## config.mk

```make
export PLATFORM = sky130hd
export DESIGN_NAME = disp_share_ctrl
export DESIGN_NICKNAME = d
export VERILOG_FILES = /design/src/rtl/disp_share_pkg.sv /design/src/rtl/disp_share_rr_arb.sv /design/src/rtl/disp_share_ctrl.sv
export SDC_FILE = /design/constraint.sdc
export NUM_CORES = 1
export LEC_CHECK = 0
export CAP_MARGIN = 20
export CORE_MARGIN = 3
export CORE_UTILIZATION = 56
export CTS_CLUSTER_DIAMETER = 120
export DETAILED_ROUTE_END_ITERATION = 12
export PLACE_DENSITY = 0.81
export SETUP_SLACK_MARGIN = 0.15
export SYNTH_ARGS = -nofsm -noshare
export SYNTH_HDL_FRONTEND = slang
export SYNTH_HIERARCHICAL = 1
export SYNTH_SLANG_ARGS = --single-unit
```

## constraint.sdc

```tcl
create_clock -name clk -period 3.78 [get_ports clk]
set_clock_uncertainty 0.2 [all_clocks]
set_input_delay 0.756 -clock clk [delete_from_list [all_inputs] [get_ports clk]]
set_output_delay 0.756 -clock clk [all_outputs]
set_load 0.05 [all_outputs]
```

## src/rtl/disp_share_pkg.sv

```systemverilog
// rtl/disp_share_pkg.sv - shared types and helpers for the display sharer
package disp_share_pkg;

  typedef enum logic [1:0] {
    IDLE = 2'd0,
    SHOW = 2'd1,
    GAP  = 2'd2,
    HOLD = 2'd3
  } disp_state_e;

  // Active-low all-segments-off code understood by the hex-pair decoder.
  localparam logic [13:0] SEG_OFF = 14'h3FFF;

  function automatic int idx_w(input int n);
    return (n > 1) ? $clog2(n) : 1;
  endfunction

endpackage

```

## src/rtl/disp_share_rr_arb.sv

```systemverilog
// rtl/disp_share_rr_arb.sv - combinational round-robin arbiter, search starts at ptr
module rr_arb #(
  parameter int N  = 3,
  parameter int IW = 2
) (
  input  logic [N-1:0]  req_i,
  input  logic [IW-1:0] ptr_i,
  output logic [N-1:0]  grant_o,
  output logic [IW-1:0] idx_o,
  output logic          any_o
);

  always_comb begin
    int          j;
    logic [IW-1:0] jj;
    grant_o = '0;
    idx_o   = '0;
    any_o   = 1'b0;
    j       = 0;
    jj      = '0;
    for (int k = 0; k < N; k++) begin
      // ptr is always below N, so one subtraction performs the wrap.
      j = int'(ptr_i) + k;
      if (j >= N) j = j - N;
      jj = IW'(j);
      if (!any_o && req_i[jj]) begin
        any_o       = 1'b1;
        grant_o[jj] = 1'b1;
        idx_o       = jj;
      end
    end
  end

endmodule

```

## src/rtl/disp_share_ctrl.sv

```systemverilog
// rtl/disp_share_ctrl.sv - time-shares one hex display pair among N_REQ requesters
module disp_share_ctrl
  import disp_share_pkg::*;
#(
  parameter int N_REQ   = 3,
  parameter int DWELL   = 50000000,
  parameter int GAP_CYC = 5000000
) (
  input  logic               clk,
  input  logic               rst_n,
  input  logic [N_REQ-1:0]   req,
  input  logic [8*N_REQ-1:0] data,
  output logic [N_REQ-1:0]   ack,
  output logic [7:0]         disp_byte,
  output logic               disp_blank,
  output logic [2:0]         disp_src
);

  localparam int IW   = idx_w(N_REQ);
  localparam int CMAX = (DWELL > GAP_CYC) ? DWELL : GAP_CYC;
  localparam int CW   = $clog2(CMAX + 1);
  localparam logic [CW-1:0] DWELL_LD = CW'(DWELL - 1);
  localparam logic [CW-1:0] GAP_LD   = CW'((GAP_CYC > 0) ? GAP_CYC - 1 : 0);

  disp_state_e      state_q, state_d;
  logic [IW-1:0]    ptr_q, ptr_d;
  logic [IW-1:0]    src_q, src_d;
  logic [CW-1:0]    cnt_q, cnt_d;
  logic [N_REQ-1:0] ack_q, ack_d;
  logic [7:0]       byte_q, byte_d;
  logic             blank_q, blank_d;

  logic [N_REQ-1:0] win_gnt;
  logic [IW-1:0]    win_idx;
  logic             win_any;
  logic             grant_now, gap_now;
  logic [7:0]       bytes [N_REQ];

  for (genvar i = 0; i < N_REQ; i++) begin : g_bytes
    assign bytes[i] = data[8*i +: 8];
  end

  rr_arb #(.N(N_REQ), .IW(IW)) u_arb (
    .req_i   (req),
    .ptr_i   (ptr_q),
    .grant_o (win_gnt),
    .idx_o   (win_idx),
    .any_o   (win_any)
  );

  always_comb begin
    state_d   = state_q;
    ptr_d     = ptr_q;
    src_d     = src_q;
    cnt_d     = cnt_q;
    ack_d     = '0;
    byte_d    = byte_q;
    blank_d   = blank_q;
    grant_now = 1'b0;
    gap_now   = 1'b0;

    case (state_q)
      IDLE: begin
        blank_d = 1'b1;
        if (win_any) grant_now = 1'b1;
      end
      SHOW: begin
        if (req[src_q]) byte_d = bytes[src_q];
        if (cnt_q != '0) begin
          cnt_d = cnt_q - 1'b1;
        end else if (!win_any) begin
          state_d = HOLD;
          blank_d = 1'b0;
        end else if (win_idx == src_q || GAP_CYC == 0) begin
          grant_now = 1'b1;
        end else begin
          gap_now = 1'b1;
        end
      end
      GAP: begin
        if (cnt_q != '0) begin
          cnt_d = cnt_q - 1'b1;
        end else if (win_any) begin
          grant_now = 1'b1;
        end else begin
          state_d = HOLD;
          blank_d = 1'b0;
        end
      end
      HOLD: begin
        blank_d = 1'b0;
        if (win_any) begin
          if (win_idx == src_q || GAP_CYC == 0) grant_now = 1'b1;
          else gap_now = 1'b1;
        end
      end
      default: state_d = IDLE;
    endcase

    // The gap keeps the old byte and source; only the blank flag changes.
    if (gap_now) begin
      state_d = GAP;
      blank_d = 1'b1;
      cnt_d   = GAP_LD;
    end
    if (grant_now) begin
      state_d = SHOW;
      byte_d  = bytes[win_idx];
      src_d   = win_idx;
      blank_d = 1'b0;
      ack_d   = win_gnt;
      cnt_d   = DWELL_LD;
      ptr_d   = (int'(win_idx) == N_REQ - 1) ? '0 : win_idx + 1'b1;
    end
  end

  always_ff @(posedge clk) begin
    if (!rst_n) begin
      state_q <= IDLE;
      ptr_q   <= '0;
      src_q   <= '0;
      cnt_q   <= '0;
      ack_q   <= '0;
      byte_q  <= 8'h00;
      blank_q <= 1'b1;
    end else begin
      state_q <= state_d;
      ptr_q   <= ptr_d;
      src_q   <= src_d;
      cnt_q   <= cnt_d;
      ack_q   <= ack_d;
      byte_q  <= byte_d;
      blank_q <= blank_d;
    end
  end

  assign ack        = ack_q;
  assign disp_byte  = byte_q;
  assign disp_blank = blank_q;
  assign disp_src   = 3'(src_q);

endmodule

```

### Yosys cells after proc, flatten, opt, wreduce, memory -nomap -nowiden

Cells that the tools add are included.

* word-level logic and storage cells: 131
* bits in registers: 44

* muxes and demuxes: 60
* reduce and logical (&&, ||, !) cells: 26
* eq/ne operators: 11
* bitwise gates (word level): 5
* add/sub/neg operators: 7
* $lt $le $gt $ge: 12

Operators by type and width (count)
* $mux 26: 4
* $mux 8: 7
* $bmux 8 s2: 2
* $reduce_bool 26->1: 1
* $sub 26x1->26 const B: 1
* $mux 1: 23
* $mux 2: 11
* $lt 2x3->1 const B: 4
* $reduce_and 2->1: 6
* $mux 3: 3
* $bmux 1 s2: 4
* $reduce_bool 2->1: 4
* $demux 1 s2: 3
* $eq 2x2->1 const B: 3
* $ge 2x1->1 const B: 3
* $ge 3x2->1 const B: 2
* $ge 3x3->1 const B: 2
* $not 2->3: 2
* $or 3x3->3: 2
* $reduce_and 3->1: 2
* $reduce_bool 3->1: 2
* $logic_and 1x1->1: 5
* $ne 4x2->1 const B: 1
* $ne 4x4->1 const B: 1
* 20 further kinds: 23

### Longest topological paths before layout

Gate-level depths: netlist of run 1.

* depth after elaboration: 18
* mapped depth: 14
* depth with buffers taken out: 11

### Hierarchy

The synthesis of run 1 kept the hierarchy.

By module, submodules not included
* disp_share_ctrl: times used 1, area an instance 3026.7 sq um, cells each 366, sequential area each 880.8 sq um
* rr_arb: times used 1, area an instance 281.5 sq um, cells each 41, sequential area each 0.0 sq um

### Worst setup path before layout of run 1

No wires, ideal clock.

* path kind: register -> register
* start: register ptr_q[1]
* end: register ptr_q[1]
* cell stages (with the launch flop): 14
* buffers on the path: 3
* required time: 3508 ps
* arrival time: 2776 ps
* period minus slack after synthesis: 3047 ps
* setup slack: 733 ps
* setup time: 72 ps
* cell sequence: dfxtp_1 -> inv_1 -> ha_1 -> buf_6 -> mux2i_4 -> or2_2 -> a21oi_1 -> xnor2_1 -> a31oi_1 -> nor4_1 -> o21a_1 -> buf_4 -> buf_4 -> mux2i_1

* longest elaborated chain between the ends: 16

Ends and longest elaborated chain
* from (decl): RTL line disp_share_ctrl.sv:26 `logic [IW-1:0] ptr_q, ptr_d;`
* from (signal assigned): RTL line disp_share_ctrl.sv:128 `ptr_q <= ptr_d;`
* branches (longest 10 deep; another with $add 2x1->3)
* $mux 2 (*): RTL line disp_share_rr_arb.sv:26 `if (!any_o && req_i[jj]) begin`
* via win_idx[0]: RTL line disp_share_ctrl.sv:34 `logic [IW-1:0] win_idx;`
* $eq 2x2->1: RTL line disp_share_ctrl.sv:74, disp_share_ctrl.sv:93
* $mux 1: RTL line disp_share_ctrl.sv:74, disp_share_ctrl.sv:93
* $mux 1: RTL line disp_share_ctrl.sv:71 `end else if (!win_any) begin`
* $mux 1: RTL line disp_share_ctrl.sv:69 `if (cnt_q != '0) begin`
* $pmux 1 s4: RTL line disp_share_ctrl.sv:62 `case (state_q)`

Mark *: on every way through the listed nets, which the timed path passes. The select of a mux whose other input is x is not followed.
A chain may end at the register's enable or synchronous reset.

### Worst setup path in the final report of run 1

* start: input req[0]
* end: register cnt_q[21]

* longest elaborated chain between the ends: 16

Ends and longest elaborated chain
* from (decl): RTL line disp_share_ctrl.sv:11 `input logic [N_REQ-1:0] req,`
* $bmux 1 s2: RTL line disp_share_rr_arb.sv:26
* $mux 1 (implied by the code): RTL line disp_share_rr_arb.sv:26
* $mux 1: RTL line disp_share_rr_arb.sv:26
* $logic_not 1->1: RTL line disp_share_rr_arb.sv:26
* $logic_and 1x1->1: RTL line disp_share_rr_arb.sv:26
* $mux 1: RTL line disp_share_rr_arb.sv:26
* $logic_not 1->1: RTL line disp_share_rr_arb.sv:26
* $logic_and 1x1->1: RTL line disp_share_rr_arb.sv:26
* $mux 2 (*): RTL line disp_share_rr_arb.sv:26
* via win_idx[1]: RTL line disp_share_ctrl.sv:34
* $eq 2x2->1 (*): RTL line disp_share_ctrl.sv:74, disp_share_ctrl.sv:93
* $mux 1: RTL line disp_share_ctrl.sv:74, disp_share_ctrl.sv:93
* $mux 1: RTL line disp_share_ctrl.sv:71
* $mux 1: RTL line disp_share_ctrl.sv:69
* $pmux 1 s4 / $pmux 1 s2 (equally long branches): RTL line disp_share_ctrl.sv:62
* $reduce_bool 3->1 (no line) / $mux 26 (equally long branches)
* $reduce_and 2->1 (no line) / $mux 26 (equally long branches)
* to (signal assigned): RTL line disp_share_ctrl.sv:130 `cnt_q <= cnt_d;`
* to (decl): RTL line disp_share_ctrl.sv:28 `logic [CW-1:0] cnt_q, cnt_d;`

The timed path passes the listed nets; every way through them passes the cells marked *. The select of a mux whose other input is x is not followed.

==> results of run 1 <==
-- timing repair --
item	4_1_cts	5_1_grt
gates resized for setup	0	1
setup buffers	0	0
setup endpoints to repair	0	8
-- layer usage --
metal  vias to the layer above  share of wire, %  track usage [%]
met5                         -                 0                0
met4                         0               2.0             7.28
met3                        24               7.0             4.56
met2                       146                47             43.8
met1                      1612                44             34.0
li1                       1640                 -                -
-- flip-flops by register name (all words and copies together) (netlist names) --
register and cells:
disp_blank 1, ack 3, src_q 2, ptr_q 2, disp_byte 8, state_q 2
cnt_q 26
-- cell families (layout without fill, tap and decap cells) --
group	after synthesis	after routing	synth area share, %
multiplexers	34	34	10.7
other	1	1	0.113
XOR/XNOR	4	4	1.06
AO/OA/AOI/OAI	119	119	24.2
flip-flops	44	44	26.6
adder cells (fa/ha/maj)	10	10	3.78
buffers and inverters	38	77	5.48
AND/OR/NAND/NOR	157	157	28.1
-- power groups by stage --
stage	combinational (mW)	clock [mW]	sequential [mW]
final	1.88	0.382	0.828
after global routing	2.05	0.408	0.851
after CTS	1.85	0.385	0.822
after detailed placement	1.84	0	0.831
after global placement	1.80	0	0.823
after floorplan	1.26	0	0.929
-- worst max-delay path: cells and delay by family --
kind,cells,cell delay (ns)
buffers and inverters,3,0.98
xor gates and xnor gates,1,0.21
and+or+nand+nor,2,0.43
AOI/OAI and AO/OA,5,0.89
muxes,1,0.13
-- Yosys cell counts (all sizes together), types with 9 or more instances --
| cell | count | area, um2 |
|---|---|---|
| buf | 13 | 86.3 |
| or3 | 15 | 101 |
| ha | 10 | 125 |
| or4 | 11 | 88.8 |
| nand2 | 37 | 139 |
| dfxtp | 44 | 881 |
| a31oi | 9 | 56.3 |
| o21ai | 27 | 139 |
| inv | 10 | 37.5 |
| nor2 | 18 | 70.1 |
| nand4 | 13 | 96.3 |
| nand3 | 12 | 60.1 |
| or2 | 10 | 62.6 |
| mux2i | 33 | 343 |
| clkbuf | 14 | 53.8 |
| nor4 | 12 | 103 |
| a21oi | 28 | 140 |
-- final cells by class --
cell class	count	area share [%]
clock inverters	3	1.18
repair buffers	58	14.1
clock buffers	5	1.75
well taps	72	2.29
multi-input cells	325	57.3
flip-flops and latches	44	22.4
inverters	11	1.05
-- path summary, 6_finish.rpt --
kind                                  end  depth (start not counted)  slack, ns  startpoint
worst min register to register   ptr_q[1]                          2       0.31    ptr_q[1]
worst max register to register  cnt_q[21]                         11       0.56    ptr_q[0]
worst max-delay path            cnt_q[21]                         12       0.41      req[0]
worst min-delay path             ptr_q[1]                          2       0.31    ptr_q[1]
-- through the flow --
| stage | cells | util [%] | power, mW |
|---|---|---|---|
| 5_1_grt | 518 | 70.1 | 3.31 |
| 4_1_cts | 518 | 70.0 | 3.06 |
| 3_5_place_dp | 510 | 68.0 | 2.67 |
| 6_report | 518 | 70.1 | 3.09 |
| 2_1_floorplan | 407 | - | 2.19 |
| 3_3_place_gp | 510 | 68.0 | 2.63 |
==> results.sh, run 1 <==
export IMPL_final_net_count=484
export IMPL_finalHoldViolCount=0
export IMPL_seq_area_um2=881
export IMPL_cts_tree="yes"
export IMPL_dr_total_vias=3422
export IMPL_area_after_dpl_mm2=0.00381
export IMPL_rsz_0062_raised_after_global_routing="false"
export IMPL_hold_path_class="reg -> reg"
export IMPL_final_area_mm2=0.00393
export IMPL_drc=0
export IMPL_number_of_filler_cells_placed_in_the_layout=482
export IMPL_num_antenna_cells=0
export IMPL_critical_path_slowest_cell="clkdlybuf4s50_1"
export IMPL_worst_setup_hold_path_clk_slew_ns=0.09
export IMPL_layout_drive_gt1_share_pct=12.3
export IMPL_cap_viol_max_count=0
export IMPL_p_leak_nw=1.40
export IMPL_timing_fmax_mhz=296
export IMPL_share_clk_of_total_power_pct=12.4
export IMPL_chipHeight_um=82.9
export IMPL_power_density_mw_per_mm2=786
export IMPL_grt_pass1_wl_um=15300
export IMPL_sw_power_mw=1.51
export IMPL_yosys_reg_bits=44
export IMPL_post_cts_hold_buffer_count=0
export IMPL_route_final_wire_length_um=8990
export IMPL_final_setup_worst_slack_ns=0.407
export IMPL_power_frac_seq_pct=26.8
export IMPL_finalHoldWorstSlack_ns=0.315
export IMPL_internal_power_mw=1.58
export IMPL_syn_inst=407
export IMPL_synth_cell_type_count=71
export IMPL_drtIter0Drc=360
export IMPL_place_detailed_hpwl_um=6280
export IMPL_synth_yosys_warnings=6
export IMPL_slew_viol_final=0
export IMPL_ant_nets=0
export IMPL_mostFrequentLayoutCell="dfxtp_1"
export IMPL_crit_path_cell_trace="clkdlybuf4s50_1 -> mux2i_1 -> o21ai_1 -> a21oi_1 -> o21ai_0 -> xnor2_1 -> a31oi_1 -> nor4_2 -> buf_4 -> o211ai_1 -> buf_4 -> nand3_1"
export IMPL_status="completed"
export IMPL_fp_row_count=27
export IMPL_cts_buffers=5
export IMPL_root_buffer="clkbuf_8"
export IMPL_comb_power_share_pct=60.8
export IMPL_ioPinCount=44
export IMPL_htreeDepth=2
export IMPL_worst_setup_path_start_kind="input pin"
export IMPL_mappedNetlistArea_mm2=0.00331
export IMPL_port_buffer_count=42
export IMPL_routabilityCongestion=0.885
export IMPL_final_min_clock_period_ns=3.37
export IMPL_placement_setup_worst_slack_ns=0.0534
export IMPL_all_layer_gr_usage_pct=26.0
export IMPL_path_common_cell="buf_4"
export IMPL_via_count_of_the_first_global_routing_pass=3287
export IMPL_grt_max_degree=38
export IMPL_fin_tns_setup_ns=0
export IMPL_layout_common_cells="dfxtp_1, clkdlybuf4s50_1, nand2_1"
export IMPL_synth_edf_count=0
export IMPL_path_max_fanout=5
export IMPL_cts_sink_count=44
export IMPL_initial_core_util_pct=59.0
export IMPL_power_ir_vdd_worst_uv=451
export IMPL_postSynthNetCount=446
export IMPL_ys_seq_area_share_pct=26.6
export IMPL_drt_pass1_iterations=5
export IMPL_clk_latency_ns=0.32
export IMPL_max_clock_path_buffers=2
export IMPL_area_used_by_multi_input_combinational_logic_mm2=0.00225
export IMPL_vias_per_inst=6.61
export IMPL_final_min_period_over_clock_period_pct=89.2
export IMPL_critPathCaptureType="flop"
export IMPL_dieWidth_um=82.9
export IMPL_worstPathRequired_ns=3.83
export IMPL_timing_worst_slew_pin_value_ns=0.748
export IMPL_die_area_mm2=0.00687
export IMPL_timing_worst_setup_path_type="in -> reg"
export IMPL_synth_flop_cell="dfxtp_1"
export IMPL_final_setup_violation_count=0
export IMPL_maxSlewHeadroom_pct=49.7
export IMPL_critPathArrivalTime_ns=3.43
export IMPL_area_delta_synth_final_pct=18.9
export IMPL_critPathMaxStageDelay_ns=0.58
export IMPL_async_reset_ff_share_pct=0
export IMPL_overflow_left_after_global_routing=0
export IMPL_avgSynthCellArea_um2=8.13
export IMPL_antenna_found_initial=0
export IMPL_power_switching_share_pct=49.0
export IMPL_drt_wirelength_per_cell_um=17.4
export IMPL_fp_coreArea_mm2=0.00561
Power figures use the tool's default switching activity.
==> run 2, diff against run 1 <==
CORE_UTILIZATION = 58   (was 56)
PLACE_DENSITY = 0.83   (was 0.81)
clock period = 4.14 ns   (was 3.78 ns; I/O delays follow)
==> run 2 against run 1 <==
- cell count shrank 1.5%
- sequential share of layout area grew 0.51 points
- cell area shrank 2.2%
- register-to-register slack gained 0.10 ns
- clock power shrank 24%
- highest routed layer is now met5
- sequential cell count is the same
- critical endpoint is now src_q[0]
- total power shrank 11%
- critical path depth shrank 1
- setup slack gained 0.033 ns
- first-iteration DRC count shrank 18%
- die area shrank 3.2%
- critical path type unchanged
==> results.sh, run 2 (synthesis results as in run 1) <==
export IMPL_fp_coreArea_mm2=0.00530
export IMPL_grt_max_degree=38
export IMPL_via_count_of_the_first_global_routing_pass=3143
export IMPL_largest_register="cnt_q"
export IMPL_critical_path_slowest_cell="clkdlybuf4s50_1"
export IMPL_critPathCaptureType="flop"
export IMPL_wirelength_met1_um=3970
export IMPL_initial_core_util_pct=62.4
export IMPL_grt_pass1_wl_um=14700
export IMPL_layoutNonFillerInstCount=510
export IMPL_dr_total_vias=3417
export IMPL_timing_worst_setup_path_type="in -> reg"
export IMPL_timing_worst_slew_pin_value_ns=0.775
export IMPL_placedCellCount=502
export IMPL_worst_r2r_cell_count=12
export IMPL_drtIter0Drc=294
export IMPL_wl_met2_um=4200
export IMPL_fp_row_count=26
export IMPL_drt_wirelength_per_cell_um=17.4
export IMPL_timing_fmax_mhz=270
export IMPL_all_layer_gr_usage_pct=27.5
export IMPL_cts_post_setup_buffers_inserted=0
export IMPL_route_final_wire_length_um=8900
export IMPL_cp_startpoint="req[2]"
export IMPL_chipHeight_um=81.5
export IMPL_reg2reg_setup_slack_ns=0.66
export IMPL_final_min_period_over_clock_period_pct=89.4
export IMPL_crit_path_cell_trace="clkdlybuf4s50_1 -> mux2i_1 -> o21ai_1 -> a21oi_1 -> o21ai_0 -> xnor2_1 -> a31oi_1 -> nor4_1 -> o21a_1 -> buf_4 -> mux2i_1"
export IMPL_mostFrequentLayoutCell="dfxtp_1"
export IMPL_worst_setup_path_start_kind="input pin"
export IMPL_final_net_count=478
export IMPL_placement_setup_worst_slack_ns=0.185
export IMPL_post_cts_hold_buffer_count=0
export IMPL_route_top_layer_used="met5"
export IMPL_largest_reg_flops=26
export IMPL_max_clock_path_buffers=2
export IMPL_antenna_found_initial=1
export IMPL_critPathMaxStageDelay_ns=0.59
export IMPL_path_max_fanout=7
export IMPL_total_power_draw_mw=2.74
export IMPL_clk_latency_ns=0.30
export IMPL_critPathArrivalTime_ns=3.74
export IMPL_final_setup_worst_slack_ns=0.440
export IMPL_num_antenna_cells=0
export IMPL_vias_per_inst=6.70
export IMPL_htreeDepth=2
export IMPL_final_util_pct=72.5
export IMPL_cp_endpoint="src_q[0]"
export IMPL_port_buffer_count=42
export IMPL_worst_reg2reg_endpoint="src_q[0]"
export IMPL_final_setup_violation_count=0
export IMPL_cts_buffers=5
export IMPL_worst_path_buf_inv=2
export IMPL_routabilityCongestion=0.962
export IMPL_final_area_mm2=0.00384
export IMPL_dieWidth_um=81.5
export IMPL_maxSlewHeadroom_pct=48.0
export IMPL_worstReg2RegStart="ptr_q[1]"
export IMPL_cap_viol_max_count=0
export IMPL_ioPinCount=44
export IMPL_hold_path_class="reg -> reg"
export IMPL_die_area_mm2=0.00665
export IMPL_cts_tree="yes"
export IMPL_worstPathRequired_ns=4.18
export IMPL_ant_nets=0
export IMPL_p_leak_nw=1.36
export IMPL_post_cts_resize_count=0
export IMPL_worst_setup_hold_path_clk_slew_ns=0.09
export IMPL_timing_critical_path_max_delay_family="compound AO/OA/AOI/OAI gates"
export IMPL_status="completed"
export IMPL_wire_length_on_met3_um=627
export IMPL_path_common_cell="mux2i_1"
export IMPL_slew_viol_final=0
export IMPL_power_ir_vdd_worst_uv=465
export IMPL_finalHoldViolCount=0
export IMPL_place_detailed_hpwl_um=6370
export IMPL_root_buffer="clkbuf_8"
export IMPL_layout_common_cells="dfxtp_1, clkdlybuf4s50_1, nand2_1"
export IMPL_fin_tns_setup_ns=0
export IMPL_cts_sink_count=44
export IMPL_area_after_dpl_mm2=0.00375
export IMPL_drc=0
export IMPL_worst_path_stages=11
export IMPL_final_min_clock_period_ns=3.70
export IMPL_layout_drive_gt1_share_pct=10.7
export IMPL_finalHoldWorstSlack_ns=0.316
export IMPL_power_density_mw_per_mm2=713
export IMPL_rsz_0062_raised_after_global_routing="false"
export IMPL_area_delta_synth_final_pct=16.2
export IMPL_overflow_left_after_global_routing=0
export IMPL_drt_pass1_iterations=5
run 2: cell types whose count changed in the layout (fill, tap and decap cells not counted):
cell and change:
buf_12 -1, buf_4 -5, bufinv_16 -1, clkbuf_1 +1
clkbuf_8 +1, inv_6 -1, nor4_1 +1, nor4_2 -1
run 2: worst min path at each step:
stage,start,endpoint,cells past startpoint
2_1_floorplan,ptr_q[1],ptr_q[1],2
3_3_place_gp,ptr_q[0],ptr_q[0],2
3_5_place_dp,ptr_q[1],ptr_q[1],2
4_1_cts,ptr_q[1],ptr_q[1],2
5_1_grt,ptr_q[1],ptr_q[1],2
6_report,ptr_q[1],ptr_q[1],2
run 2: routing by layer:
layer	vias up	global-route usage, %
met5	-	0
met4	2	7.60
met3	10	5.04
met2	143	44.8
met1	1629	37.1
li1	1633	-
run 2: final cells by class:
type / instances / area [um2]
Clock buffer: 7 / 86.3
Clock inverter: 1 / 7.51
Fill cell: 417 / 1460
Inverter: 11 / 41.3
Multi-Input combinational cell: 325 / 2250
Sequential cell: 44 / 881
Tap cell: 70 / 87.6
Timing Repair Buffer: 52 / 495
run 2: worst min-delay path: stages, from the launching register on:
cell,delay [ns]
dfxtp_1,0.35
nand2_1,0.07
mux2i_1,0.06
run 2: power by group:
part	total (mW)	switching (mW)	leakage, nW	internal, mW
logic	1.70	1.03	0.948	0.666
clock network	0.290	0.154	0.0445	0.136
registers	0.757	0.193	0.364	0.563
